File: src/rtl/ula_pkg.sv
// Shared types and constants for the VRAM arbiter slice.
// Used by vram_arbiter, vram_arb_pick and vram_arbiter_if.
package ula_pkg;

  localparam int VRAM_AW = 13;
  localparam int VRAM_DW = 8;
  localparam int STAT_W  = 16;

  typedef enum logic [1:0] {
    IDLE,
    ISSUE,
    WAIT,
    ACK
  } vram_arb_state_t;

  typedef enum logic {
    OWN_VID,
    OWN_CPU
  } vram_owner_t;

  // WAIT-phase preload: ISSUE already covers one latency cycle.
  function automatic logic [1:0] lat_load(input int lat);
    return 2'(lat - 1);
  endfunction

endpackage

File: src/rtl/vram_arbiter_if.sv
// Video, CPU and VRAM buses of the VRAM arbiter.
// slave = arbiter view, master = requesters/RAM view.
interface vram_arbiter_if;
  import ula_pkg::*;

  logic               vid_req;
  logic [VRAM_AW-1:0] vid_addr;
  logic               vid_ack;
  logic [VRAM_DW-1:0] vid_data;

  logic               cpu_req;
  logic               cpu_we;
  logic [VRAM_AW-1:0] cpu_addr;
  logic [VRAM_DW-1:0] cpu_din;
  logic               cpu_ack;
  logic [VRAM_DW-1:0] cpu_dout;
  logic               cpu_wait;

  logic [VRAM_AW-1:0] ram_addr;
  logic               ram_we;
  logic [VRAM_DW-1:0] ram_din;
  logic [VRAM_DW-1:0] ram_dout;

  modport slave (
    input  vid_req,
    input  vid_addr,
    output vid_ack,
    output vid_data,
    input  cpu_req,
    input  cpu_we,
    input  cpu_addr,
    input  cpu_din,
    output cpu_ack,
    output cpu_dout,
    output cpu_wait,
    output ram_addr,
    output ram_we,
    output ram_din,
    input  ram_dout
  );

  modport master (
    output vid_req,
    output vid_addr,
    input  vid_ack,
    input  vid_data,
    output cpu_req,
    output cpu_we,
    output cpu_addr,
    output cpu_din,
    input  cpu_ack,
    input  cpu_dout,
    input  cpu_wait,
    input  ram_addr,
    input  ram_we,
    input  ram_din,
    output ram_dout
  );

endinterface

File: src/rtl/vram_arb_pick.sv
// Combinational winner selection between video and CPU.
// VID_PRIO=1: video wins ties; 0: alternate on ties.
module vram_arb_pick
  import ula_pkg::*;
#(
  parameter int VID_PRIO = 1
) (
  input  logic        vid_req,
  input  logic        cpu_req,
  input  vram_owner_t last_grant,
  output logic        grant_vid,
  output logic        grant_cpu
);

  logic vid_first;

  assign vid_first = (VID_PRIO != 0) ||
                     (last_grant == OWN_CPU);

  always_comb begin
    grant_vid = 1'b0;
    grant_cpu = 1'b0;
    unique case (1'b1)
      (vid_req & cpu_req): begin
        grant_vid = vid_first;
        grant_cpu = ~vid_first;
      end
      (vid_req & ~cpu_req): begin
        grant_vid = 1'b1;
      end
      (~vid_req & cpu_req): begin
        grant_cpu = 1'b1;
      end
      default: begin
        grant_vid = 1'b0;
        grant_cpu = 1'b0;
      end
    endcase
  end

endmodule

File: src/rtl/vram_arbiter.sv
// Single-port VRAM arbiter: video fetch vs CPU access.
// Optional contention counter: define VRAM_ARB_STATS_EN.
module vram_arbiter
  import ula_pkg::*;
#(
  parameter int RAM_LAT  = 1,
  parameter int VID_PRIO = 1
) (
  input  logic              CLK,
  input  logic              RESET,
`ifdef VRAM_ARB_STATS_EN
  input  logic              stats_clr,
  output logic [STAT_W-1:0] cont_cycles,
`endif
  vram_arbiter_if.slave     bus
);

  vram_arb_state_t state;
  vram_arb_state_t state_nx;
  vram_owner_t     owner;
  vram_owner_t     last_grant;

  logic [1:0]         cnt;
  logic               wr;
  logic               vid_ack;
  logic               cpu_ack;
  logic [VRAM_DW-1:0] vid_data;
  logic [VRAM_DW-1:0] cpu_dout;
  logic [VRAM_AW-1:0] ram_addr;
  logic               ram_we;
  logic [VRAM_DW-1:0] ram_din;

  logic open;
  logic grant_vid;
  logic grant_cpu;
  logic grant;

  // The IDLE cycle carrying an ack never grants,
  // giving one access per RAM_LAT+3 cycles.
  assign open = ~(vid_ack | cpu_ack);

  vram_arb_pick #(
    .VID_PRIO (VID_PRIO)
  ) u_pick (
    .vid_req    (bus.vid_req & open),
    .cpu_req    (bus.cpu_req & open),
    .last_grant (last_grant),
    .grant_vid  (grant_vid),
    .grant_cpu  (grant_cpu)
  );

  assign grant = (state == IDLE) &
                 (grant_vid | grant_cpu);

  always_ff @(posedge CLK) begin
    if (RESET) begin
      state <= IDLE;
    end else begin
      state <= state_nx;
    end
  end

  always_comb begin
    state_nx = state;
    unique case (state)
      IDLE: begin
        if (grant) begin
          state_nx = ISSUE;
        end
      end
      ISSUE: begin
        state_nx = (RAM_LAT <= 1) ? ACK : WAIT;
      end
      WAIT: begin
        if (cnt <= 2'd1) begin
          state_nx = ACK;
        end
      end
      ACK: begin
        state_nx = IDLE;
      end
      default: begin
        state_nx = IDLE;
      end
    endcase
  end

  always_ff @(posedge CLK) begin
    if (RESET) begin
      owner      <= OWN_VID;
      last_grant <= OWN_VID;
      cnt        <= '0;
      wr         <= 1'b0;
      vid_ack    <= 1'b0;
      cpu_ack    <= 1'b0;
      vid_data   <= '0;
      cpu_dout   <= '0;
      ram_addr   <= '0;
      ram_we     <= 1'b0;
      ram_din    <= '0;
    end else begin
      ram_we  <= 1'b0;
      vid_ack <= 1'b0;
      cpu_ack <= 1'b0;

      if (grant) begin
        owner      <= grant_cpu ? OWN_CPU : OWN_VID;
        last_grant <= grant_cpu ? OWN_CPU : OWN_VID;
        ram_addr   <= grant_cpu ? bus.cpu_addr
                                : bus.vid_addr;
        ram_din    <= grant_cpu ? bus.cpu_din : ram_din;
        ram_we     <= grant_cpu & bus.cpu_we;
        wr         <= grant_cpu & bus.cpu_we;
      end

      if (state == ISSUE) begin
        cnt <= lat_load(RAM_LAT);
      end

      if (state == WAIT) begin
        cnt <= cnt - 2'd1;
      end

      if (state == ACK) begin
        if (owner == OWN_VID) begin
          vid_ack  <= 1'b1;
          vid_data <= bus.ram_dout;
        end else begin
          cpu_ack <= 1'b1;
          if (!wr) begin
            cpu_dout <= bus.ram_dout;
          end
        end
      end
    end
  end

  assign bus.vid_ack  = vid_ack;
  assign bus.vid_data = vid_data;
  assign bus.cpu_ack  = cpu_ack;
  assign bus.cpu_dout = cpu_dout;
  assign bus.cpu_wait = bus.cpu_req & ~cpu_ack;
  assign bus.ram_addr = ram_addr;
  assign bus.ram_we   = ram_we;
  assign bus.ram_din  = ram_din;

`ifdef VRAM_ARB_STATS_EN
  logic [STAT_W-1:0] cont_q;

  always_ff @(posedge CLK) begin
    if (RESET || stats_clr) begin
      cont_q <= '0;
    end else if (bus.cpu_wait && (cont_q != '1)) begin
      cont_q <= cont_q + 1'b1;
    end
  end

  assign cont_cycles = cont_q;
`endif

endmodule
File: src/flat_wrapper.sv
// flat-port wrapper written by rule: the top's interface ports become plain ports
module vram_arbiter_flat import ula_pkg::*;
#(
  parameter int RAM_LAT  = 1,
  parameter int VID_PRIO = 1
)
  (CLK, RESET, bus_vid_req, bus_vid_addr, bus_vid_ack, bus_vid_data, bus_cpu_req, bus_cpu_we, bus_cpu_addr, bus_cpu_din, bus_cpu_ack, bus_cpu_dout, bus_cpu_wait, bus_ram_addr, bus_ram_we, bus_ram_din, bus_ram_dout);
  vram_arbiter_if bus_i ();
  input  logic CLK;
  input  logic RESET;
  input wire logic [$bits(bus_i.vid_req)-1:0] bus_vid_req;
  input wire logic [$bits(bus_i.vid_addr)-1:0] bus_vid_addr;
  output wire logic [$bits(bus_i.vid_ack)-1:0] bus_vid_ack;
  output wire logic [$bits(bus_i.vid_data)-1:0] bus_vid_data;
  input wire logic [$bits(bus_i.cpu_req)-1:0] bus_cpu_req;
  input wire logic [$bits(bus_i.cpu_we)-1:0] bus_cpu_we;
  input wire logic [$bits(bus_i.cpu_addr)-1:0] bus_cpu_addr;
  input wire logic [$bits(bus_i.cpu_din)-1:0] bus_cpu_din;
  output wire logic [$bits(bus_i.cpu_ack)-1:0] bus_cpu_ack;
  output wire logic [$bits(bus_i.cpu_dout)-1:0] bus_cpu_dout;
  output wire logic [$bits(bus_i.cpu_wait)-1:0] bus_cpu_wait;
  output wire logic [$bits(bus_i.ram_addr)-1:0] bus_ram_addr;
  output wire logic [$bits(bus_i.ram_we)-1:0] bus_ram_we;
  output wire logic [$bits(bus_i.ram_din)-1:0] bus_ram_din;
  input wire logic [$bits(bus_i.ram_dout)-1:0] bus_ram_dout;
  assign bus_i.vid_req = bus_vid_req;
  assign bus_i.vid_addr = bus_vid_addr;
  assign bus_vid_ack = bus_i.vid_ack;
  assign bus_vid_data = bus_i.vid_data;
  assign bus_i.cpu_req = bus_cpu_req;
  assign bus_i.cpu_we = bus_cpu_we;
  assign bus_i.cpu_addr = bus_cpu_addr;
  assign bus_i.cpu_din = bus_cpu_din;
  assign bus_cpu_ack = bus_i.cpu_ack;
  assign bus_cpu_dout = bus_i.cpu_dout;
  assign bus_cpu_wait = bus_i.cpu_wait;
  assign bus_ram_addr = bus_i.ram_addr;
  assign bus_ram_we = bus_i.ram_we;
  assign bus_ram_din = bus_i.ram_din;
  assign bus_i.ram_dout = bus_ram_dout;
  vram_arbiter #(.RAM_LAT(RAM_LAT), .VID_PRIO(VID_PRIO)) u_core (.CLK(CLK), .RESET(RESET), .bus(bus_i));
endmodule
File: config.mk
export PLATFORM = sky130hd
export DESIGN_NAME = vram_arbiter_flat
export DESIGN_NICKNAME = d
export VERILOG_FILES = /design/src/rtl/ula_pkg.sv /design/src/rtl/vram_arbiter_if.sv /design/src/rtl/vram_arb_pick.sv /design/src/rtl/vram_arbiter.sv /design/src/flat_wrapper.sv
export SDC_FILE = /design/constraint.sdc
export NUM_CORES = 1
export LEC_CHECK = 0
export CAP_MARGIN = 30
export CORE_ASPECT_RATIO = 0.8
export CORE_MARGIN = 5
export CORE_UTILIZATION = 25
export DETAILED_ROUTE_END_ITERATION = 8
export PLACE_DENSITY = 0.63
export RECOVER_POWER = 100
export SYNTH_ARGS = -nofsm -noshare
export SYNTH_HDL_FRONTEND = slang
export SYNTH_SLANG_ARGS = --single-unit
File: constraint.sdc
create_clock -name CLK -period 4 [get_ports CLK]
set_clock_uncertainty 0.15 [all_clocks]
set_input_delay 0.6 -clock CLK [delete_from_list [all_inputs] [get_ports CLK]]
set_output_delay 0.6 -clock CLK [all_outputs]
set_load 0.1 [all_outputs]
==> results.py, run 1 <==
metrics = {
    "critical_path": {
        "critPathLaunchType": "input port",
        "crit_path_max_fanout": 4,
        "reg2reg_slack_ns": 2.01,
        "worst-setup-path-type": "input port to output pin",
        "end_kind": "output pin",
        "required_ns": 3.25,
        "arrival_ns": 2.14,
    },
    "finish": {
        "num-nets-final": 340,
        "drive_above_1_share": 0.0448,
        "design_area_sq_um": 2830,
        "synthToLayoutAreaGrowth_pct": 51.9,
        "final_util": 0.387,
        "diodes": 0,
    },
    "synthesis": {
        "synth_edf_count": 0,
        "yosys_register_bits": 46,
        "synth_area_per_cell_sq_um": 8.92,
        "synth-seq-area-share": 0.494,
        "netlist_instances": 209,
        "synth.area.top_cells": "dfxtp_1 (49%), mux2i_1 (9.1%), nand2_1 (8.9%), nor2_1 (6.8%), a311oi_1 (6.1%)",
        "yosys_warnings": 0,
        "synth_most_common_cell": "dfxtp_1",
        "synth_top_area_frac": 0.494,
        "ys.flop_type": "dfxtp_1",
        "synth.cell_area_sq_um": 1860,
        "syn-num-nets": 260,
        "synth_cell_type_count": 27,
        "async_flop_share": 0,
        "yosysTopAreaCell": "dfxtp_1",
        "synth_common_cells": "dfxtp_1 (46), nand2_1 (44), nor2_1 (34), mux2i_1 (17), a311oi_1 (13)",
    },
    "grt": {
        "grt_antenna_before_repair": 0,
        "grt_overflow_total": 0,
        "grt_max_degree": 49,
        "grt_pass1_vias": 1777,
        "grt_pass1_wl_um": 8450,
        "gr-usage-all-layers": 0.112,
    },
    "floorplanning": {
        "ios": 88,
        "rows": 28,
        "dieWidth_um": 107,
        "fp.coreArea_sq_um": 7320,
        "chipHeight_um": 87.2,
        "initial_core_util": 0.255,
        "dieArea_sq_um": 9290,
    },
    "detailed_routing": {
        "avgRoutedWirePerCell_um": 13.2,
        "vias_per_cell": 4.40,
        "vias": 1672,
        "initialDrtViolationCount": 27,
        "drc": 0,
        "antenna_left": 0,
        "drt_wl_total_um": 5020,
        "drt-pass1-iter-count": 3,
    },
    "outcome": {
        "failed_checks": "capacitance limit, slew limit",
        "status": "finished, violations left",
    },
    "placed_design": {
        "place.port_buffers": 87,
        "gp_congestion": 0.730,
        "dpl-instance-area_sq_um": 2750,
        "dp_hpwl_um": 3720,
    },
    "sta": {
        "relSlewSlack": -0.379,
        "finalHoldViolCount": 0,
        "finalCriticalPeriod_ns": 2.89,
        "period_share": 0.723,
        "setup-violations-final": 0,
        "final.setup.tns_ns": 0,
        "drv_slew": 49,
        "worst_pin_slew_ns": 2.07,
        "rsz0062_at_grt": "no",
        "fmax_mhz": 346,
    },
    "clocking": {
        "ctsHoldBuffers": 0,
        "cts.sinks": 46,
        "root_buffer": "clkbuf_8",
        "cts-buffers-inserted": 5,
        "cts_max_level": 2,
        "cts_setup_buffers": 0,
        "clk_latency_ns": 0.29,
        "clk_path_buf_depth": 2,
        "path_clk_slew_ns": 0.09,
        "ctsResizeCount": 0,
        "cts_tree": "yes",
    },
    "job": {
        "drv_cap": 1,
    },
    "pwr": {
        "power_density_nw_per_um2": 538,
        "leakagePower_nw": 1.27,
        "irDropWorstVdd_uv": 146,
    },
    "worst_hold_path": {
        "hold_path.class": "register to register",
    },
}
## worst max-delay path, cell delays in order
cell and delay, ns:
clkdlybuf4s50_1 0.53, nor2b_1 0.14, clkbuf_1 0.87
## metrics by stage
step | setup WS (ns) | hold slack (ns) | cells | power (mW)
5_1_grt | 1.05 | 0.329 | 380 | 1.61
4_1_cts | 1.36 | 0.310 | 380 | 1.57
3_5_place_dp | 1.48 | 0.297 | 372 | 1.28
6_report | 1.11 | 0.303 | 380 | 1.52
3_3_place_gp | 1.57 | 0.293 | 372 | 1.27
2_1_floorplan | 1.09 | 0.295 | 209 | 1.11
## power breakdown
part	internal [mW]	switching (mW)
logic	0.178	0.512
registers	0.519	0.0313
clock network	0.123	0.162
## cell usage in the layout (no fill, tap or decap), drive strengths merged, types with 2 or more instances in the layout
cell           count
clkdlybuf4s50     45
dlygate4sd3       40
clkinv             2
nor2b              2
a21oi             12
nand2b             7
a311oi            13
clkbuf             7
nor2              35
nand3              2
inv                4
ha                 4
mux2i             17
dfxtp             46
nand2             44
## path summary, 6_finish.rpt
check,cells after the start,start,endpoint
worst max-delay path,3,bus_cpu_req,bus_cpu_wait
worst max register to register,5,u_core.state[0],u_core.bus.ram_addr[5]
worst min register to register,2,u_core.bus.vid_data[7],u_core.bus.vid_data[7]
worst min-delay path,2,u_core.bus.vid_data[7],u_core.bus.vid_data[7]
## state kept, by name, summed over array words and instances (netlist names)
| register | flops |
|---|---|
| u_core.state | 2 |
| u_core.bus.ram_we | 1 |
| u_core.owner | 1 |
| u_core.bus.cpu_dout | 8 |
| u_core.bus.ram_addr | 13 |
| u_core.cnt | 2 |
| u_core.bus.cpu_ack | 1 |
| u_core.wr | 1 |
| u_core.bus.ram_din | 8 |
| u_core.bus.vid_data | 8 |
| u_core.bus.vid_ack | 1 |
## cells by family after synthesis
family                   after synthesis  synth area share
AND/OR/NAND/NOR                       95             0.218
flip-flops                            46             0.494
AO/OA/AOI/OAI                         28             0.106
buffers and inverters                 18            0.0577
multiplexers                          18            0.0973
adder cells (fa/ha/maj)                4            0.0268
## routing by layer
layer / share of wire / wire length, um / global-route usage
met5: 0 / 0 / 0
met4: 0.0026 / 13 / 0.0209
met3: 0.089 / 447 / 0.0489
met2: 0.43 / 2160 / 0.179
met1: 0.48 / 2400 / 0.144
## final cells by class
cell class              count  area [sq um]
fillers                   758          4490
flip-flops and latches     46           921
repair buffers             87           858
multi-input cells         145           836
well taps                  90           113
clock buffers               5          68.8
clock inverters             3          21.3
inverters                   4          15.0
No activity file was read; power rests on OpenSTA's default activity.
==> run 2: changes to the inputs <==
PLACE_DENSITY = 0.65   (was 0.63)
clock period = 2.3 ns   (was 4 ns; I/O delays follow)
==> results.py, run 2 (synthesis results as in run 1) <==
metrics = {
    "sta": {
        "holdWs_ns": 0.306,
        "setup-violations-final": 0,
        "rsz0062_at_grt": "no",
        "fmax_mhz": 508,
        "finalCriticalPeriod_ns": 1.97,
        "drv_slew": 0,
        "relSlewSlack": 0.226,
        "finalHoldViolCount": 0,
        "final.setup.tns_ns": 0,
        "period_share": 0.855,
        "worst_pin_slew_ns": 1.17,
        "setup_ws_ns": 0.333,
    },
    "clocking": {
        "cts_max_level": 2,
        "clk_path_buf_depth": 2,
        "cts_setup_buffers": 0,
        "ctsHoldBuffers": 0,
        "cts_tree": "yes",
        "ctsResizeCount": 0,
        "cts-buffers-inserted": 5,
        "path_clk_slew_ns": 0.08,
        "root_buffer": "clkbuf_8",
        "cts.sinks": 46,
        "clk_latency_ns": 0.30,
    },
    "grt": {
        "grt_max_degree": 29,
        "use_met2": 0.183,
        "grtUsageMet3": 0.0452,
        "grtUsageMet1": 0.143,
        "grt_pass1_wl_um": 8510,
        "grt_antenna_before_repair": 0,
        "gr-usage-all-layers": 0.114,
        "busiest_layer": "met2",
        "grt_pass1_vias": 1755,
        "grt_overflow_total": 0,
    },
    "floorplanning": {
        "chipHeight_um": 87.2,
        "dieArea_sq_um": 9290,
        "dieWidth_um": 107,
        "rows": 28,
        "ios": 88,
        "initial_core_util": 0.255,
        "fp.coreArea_sq_um": 7320,
    },
    "detailed_routing": {
        "avgRoutedWirePerCell_um": 13.2,
        "antenna_left": 0,
        "vias_per_cell": 4.38,
        "drt_wl_total_um": 5070,
        "vias": 1678,
        "drc": 0,
        "drt-pass1-iter-count": 4,
        "initialDrtViolationCount": 66,
    },
    "pwr": {
        "irDropWorstVdd_uv": 309,
        "power_density_nw_per_um2": 1010,
        "leakagePower_nw": 1.22,
    },
    "critical_path": {
        "end_kind": "output pin",
        "required_ns": 1.80,
        "worst-setup-path-type": "register to output pin",
        "crit_slowest_cell": "clkbuf_1",
        "crit_path_max_fanout": 1,
        "crit_chain": "clkbuf_1",
        "cp_num_buf_inv": 1,
        "arrival_ns": 1.47,
        "r2r-start": "u_core.state[0]",
        "timing.rr.end": "u_core.bus.ram_addr[9]",
        "critical_path.max_stage_delay_ns": 0.86,
        "worstRegToRegCells": 6,
        "reg2reg_slack_ns": 0.49,
        "startpoint": "u_core.bus.ram_we",
        "crit_family": "buffers and inverters",
        "critPathLaunchType": "register",
    },
    "placed_design": {
        "place.port_buffers": 87,
        "pre_cts_ws_ns": 0.209,
        "dp_hpwl_um": 3810,
        "gp_congestion": 0.732,
        "dpl-instance-area_sq_um": 2690,
    },
    "worst_hold_path": {
        "hp-start": "u_core.bus.vid_data[4]",
        "hold_path.class": "register to register",
        "whs_path_depth": 2,
        "min_to": "u_core.bus.vid_data[4]",
    },
    "finish": {
        "final_common_cell": "dfxtp_1",
        "largest_register_ffs": 13,
        "design_area_sq_um": 2690,
        "final_cell_mix": "dfxtp_1 (46), nand2_1 (44), clkdlybuf4s50_1 (44)",
        "synthToLayoutAreaGrowth_pct": 44.0,
        "fill_cells": 774,
        "num-nets-final": 343,
        "diodes": 0,
        "drive_above_1_share": 0.188,
        "top_register": "u_core.bus.ram_addr",
    },
    "outcome": {
        "status": "completed",
    },
    "job": {
        "drv_cap": 0,
    },
}
[run 2: changes by cell type in the layout (fill, tap and decap cells not counted), sizes merged]
cell           change
buf                +3
clkdlybuf4s50      -1
dlygate4sd3       -39
clkbuf            +41
bufinv             +1
clkinv             -2
[run 2: per-stage QoR]
step | utilization | instances | power, mW
2_1_floorplan | - | 209 | 1.93
3_3_place_gp | 0.367 | 375 | 2.19
3_5_place_dp | 0.367 | 375 | 2.21
4_1_cts | 0.382 | 383 | 2.82
5_1_grt | 0.367 | 383 | 2.87
6_report | 0.367 | 383 | 2.72
[run 2: area by class of cell]
cell class                 count  area (sq um)  area share
clock buffer                   6          72.6      0.0270
timing repair buffer          90           692       0.258
inverter                       4          15.0     0.00559
sequential                    46           921       0.343
tap                           90           113      0.0419
clock inverter                 2          37.5      0.0140
multi-input combinational    145           835       0.311
[run 2: power breakdown]
part,internal (mW),switching (mW)
clock network,0.324,0.276
logic,0.264,0.889
registers,0.902,0.0604
[run 2: how the worst max path moves through the flow]
| stage | end | slack, ns | depth (start not counted) |
|---|---|---|---|
| detailed placement | u_core.bus.ram_addr[7] | 0.21 | 5 |
| global route | u_core.bus.ram_addr[11] | 0.28 | 6 |
| CTS | bus_cpu_wait | 0.55 | 3 |
| floorplan | bus_cpu_wait | 0.17 | 1 |
| finish | bus_ram_we | 0.33 | 1 |
| global placement | u_core.bus.ram_addr[4] | 0.30 | 5 |
[run 2: routing by layer]
metal  vias to the layer above  wire, um
li1                        862         -
met1                       758      2320
met2                        51      2240
met3                         7       452
met4                         0        57
met5                         -         0
==> run 3: changes to the inputs <==
PLACE_DENSITY = not set   (was 0.65)
==> results.py, run 3 (synthesis results as in run 1) <==
metrics = {
    "detailed_routing": {
        "drt-pass1-iter-count": 4,
        "avgRoutedWirePerCell_um": 13.3,
        "initialDrtViolationCount": 78,
        "top_layer": "met4",
        "vias": 1689,
        "met2_wirelength_um": 2260,
        "antenna_left": 0,
        "m1WireLength_um": 2390,
        "vias_per_cell": 4.39,
        "drt_wl_total_um": 5120,
        "route.met3.wl_um": 451,
        "drc": 0,
    },
    "clocking": {
        "cts_setup_buffers": 0,
        "cts.sinks": 46,
        "clk_path_buf_depth": 2,
        "ctsResizeCount": 0,
        "cts_tree": "yes",
        "root_buffer": "clkbuf_8",
        "ctsHoldBuffers": 0,
        "clk_latency_ns": 0.30,
        "cts-buffers-inserted": 5,
        "path_clk_slew_ns": 0.09,
        "cts_max_level": 2,
    },
    "critical_path": {
        "critPathLaunchType": "register",
        "arrival_ns": 1.50,
        "required_ns": 1.80,
        "end_kind": "output pin",
        "critical_path.max_stage_delay_ns": 0.87,
        "r2r-start": "u_core.state[0]",
        "worstRegToRegCells": 6,
        "reg2reg_slack_ns": 0.48,
        "cp_num_buf_inv": 1,
        "crit_slowest_cell": "clkbuf_1",
        "worst-setup-path-type": "register to output pin",
        "crit_family": "buffers and inverters",
        "timing.rr.end": "u_core.bus.ram_addr[8]",
        "crit_path_max_fanout": 2,
        "crit_chain": "clkbuf_1",
    },
    "grt": {
        "grt_overflow_total": 0,
        "gr-usage-all-layers": 0.112,
        "grt_antenna_before_repair": 0,
        "grt_pass1_wl_um": 8290,
        "grt_max_degree": 29,
        "grt_pass1_vias": 1696,
    },
    "finish": {
        "final_cell_mix": "dfxtp_1 (46), nand2_1 (44), clkdlybuf4s50_1 (44)",
        "final_common_cell": "dfxtp_1",
        "top_register": "u_core.bus.ram_addr",
        "num-nets-final": 345,
        "largest_register_ffs": 13,
        "synthToLayoutAreaGrowth_pct": 45.2,
        "drive_above_1_share": 0.197,
        "diodes": 0,
    },
    "worst_hold_path": {
        "hold_path.class": "input port to register",
        "whs_path_depth": 2,
        "min_to": "u_core.bus.ram_din[1]",
        "hp-start": "RESET",
    },
    "pwr": {
        "seqPwrFrac": 0.351,
        "leakagePower_nw": 1.23,
        "p_comb_frac": 0.426,
        "power_density_nw_per_um2": 1010,
        "p_int_mw": 1.50,
        "power.share.clock": 0.223,
        "p_sw_mw": 1.24,
        "switching_share": 0.453,
        "fin_total_pwr_mw": 2.73,
        "irDropWorstVdd_uv": 317,
    },
    "floorplanning": {
        "dieArea_sq_um": 9290,
        "rows": 28,
        "ios": 88,
        "fp.coreArea_sq_um": 7320,
        "dieWidth_um": 107,
        "chipHeight_um": 87.2,
        "initial_core_util": 0.255,
    },
    "outcome": {
        "status": "completed",
    },
    "job": {
        "drv_cap": 0,
    },
    "sta": {
        "final.setup.tns_ns": 0,
        "setup-violations-final": 0,
        "finalCriticalPeriod_ns": 1.99,
        "finalHoldViolCount": 0,
        "relSlewSlack": 0.219,
        "drv_slew": 0,
        "period_share": 0.867,
        "worst_pin_slew_ns": 1.18,
        "fmax_mhz": 502,
        "rsz0062_at_grt": "no",
    },
    "placed_design": {
        "dp_hpwl_um": 3880,
        "place.port_buffers": 87,
        "gp_congestion": 0.751,
    },
}
-- run 3: area by class of cell --
cell class	instances	area, sq um
timing repair buffer	92	709
clock inverter	3	45.0
clock buffer	5	68.8
inverter	4	15.0
multi-input combinational	145	835
fill	762	4620
sequential	46	921
tap	90	113
-- run 3: worst max path at each step --
stage	startpoint	endpoint	slack (ns)	cells past startpoint
after floorplan	u_core.bus.cpu_ack	bus_cpu_wait	0.17	1
after global placement	bus_vid_req	u_core.bus.ram_addr[8]	0.29	5
after detailed placement	bus_vid_req	u_core.bus.ram_addr[8]	0.22	5
after CTS	bus_vid_req	u_core.bus.ram_addr[8]	0.53	5
after global routing	u_core.bus.ram_addr[1]	bus_ram_addr[1]	0.26	1
final	u_core.bus.ram_addr[1]	bus_ram_addr[1]	0.31	1
-- run 3: through the flow --
step	util	area (sq um)	setup WS [ns]	cells	hold slack, ns
2_1_floorplan	-	1870	0.172	209	0.295
4_1_cts	0.384	2810	0.534	385	0.254
3_3_place_gp	0.369	2700	0.295	377	0.294
3_5_place_dp	0.369	2700	0.225	377	0.301
6_report	0.370	2710	0.306	385	0.264
5_1_grt	0.370	2710	0.256	385	0.290
-- run 3: layer usage --
layer  vias up  global-route usage
met1       767               0.146
met3         2              0.0452
li1        867                   -
met2        53               0.175
met4         0              0.0244
met5         -                   0
-- run 3: power groups by stage --
stage	Combinational [mW]	Clock [mW]	Sequential, mW
2_1_floorplan	0.334	0	1.59
3_3_place_gp	1.22	0	0.979
3_5_place_dp	1.23	0	0.981
4_1_cts	1.23	0.639	0.964
5_1_grt	1.23	0.668	0.977
6_report	1.16	0.609	0.960
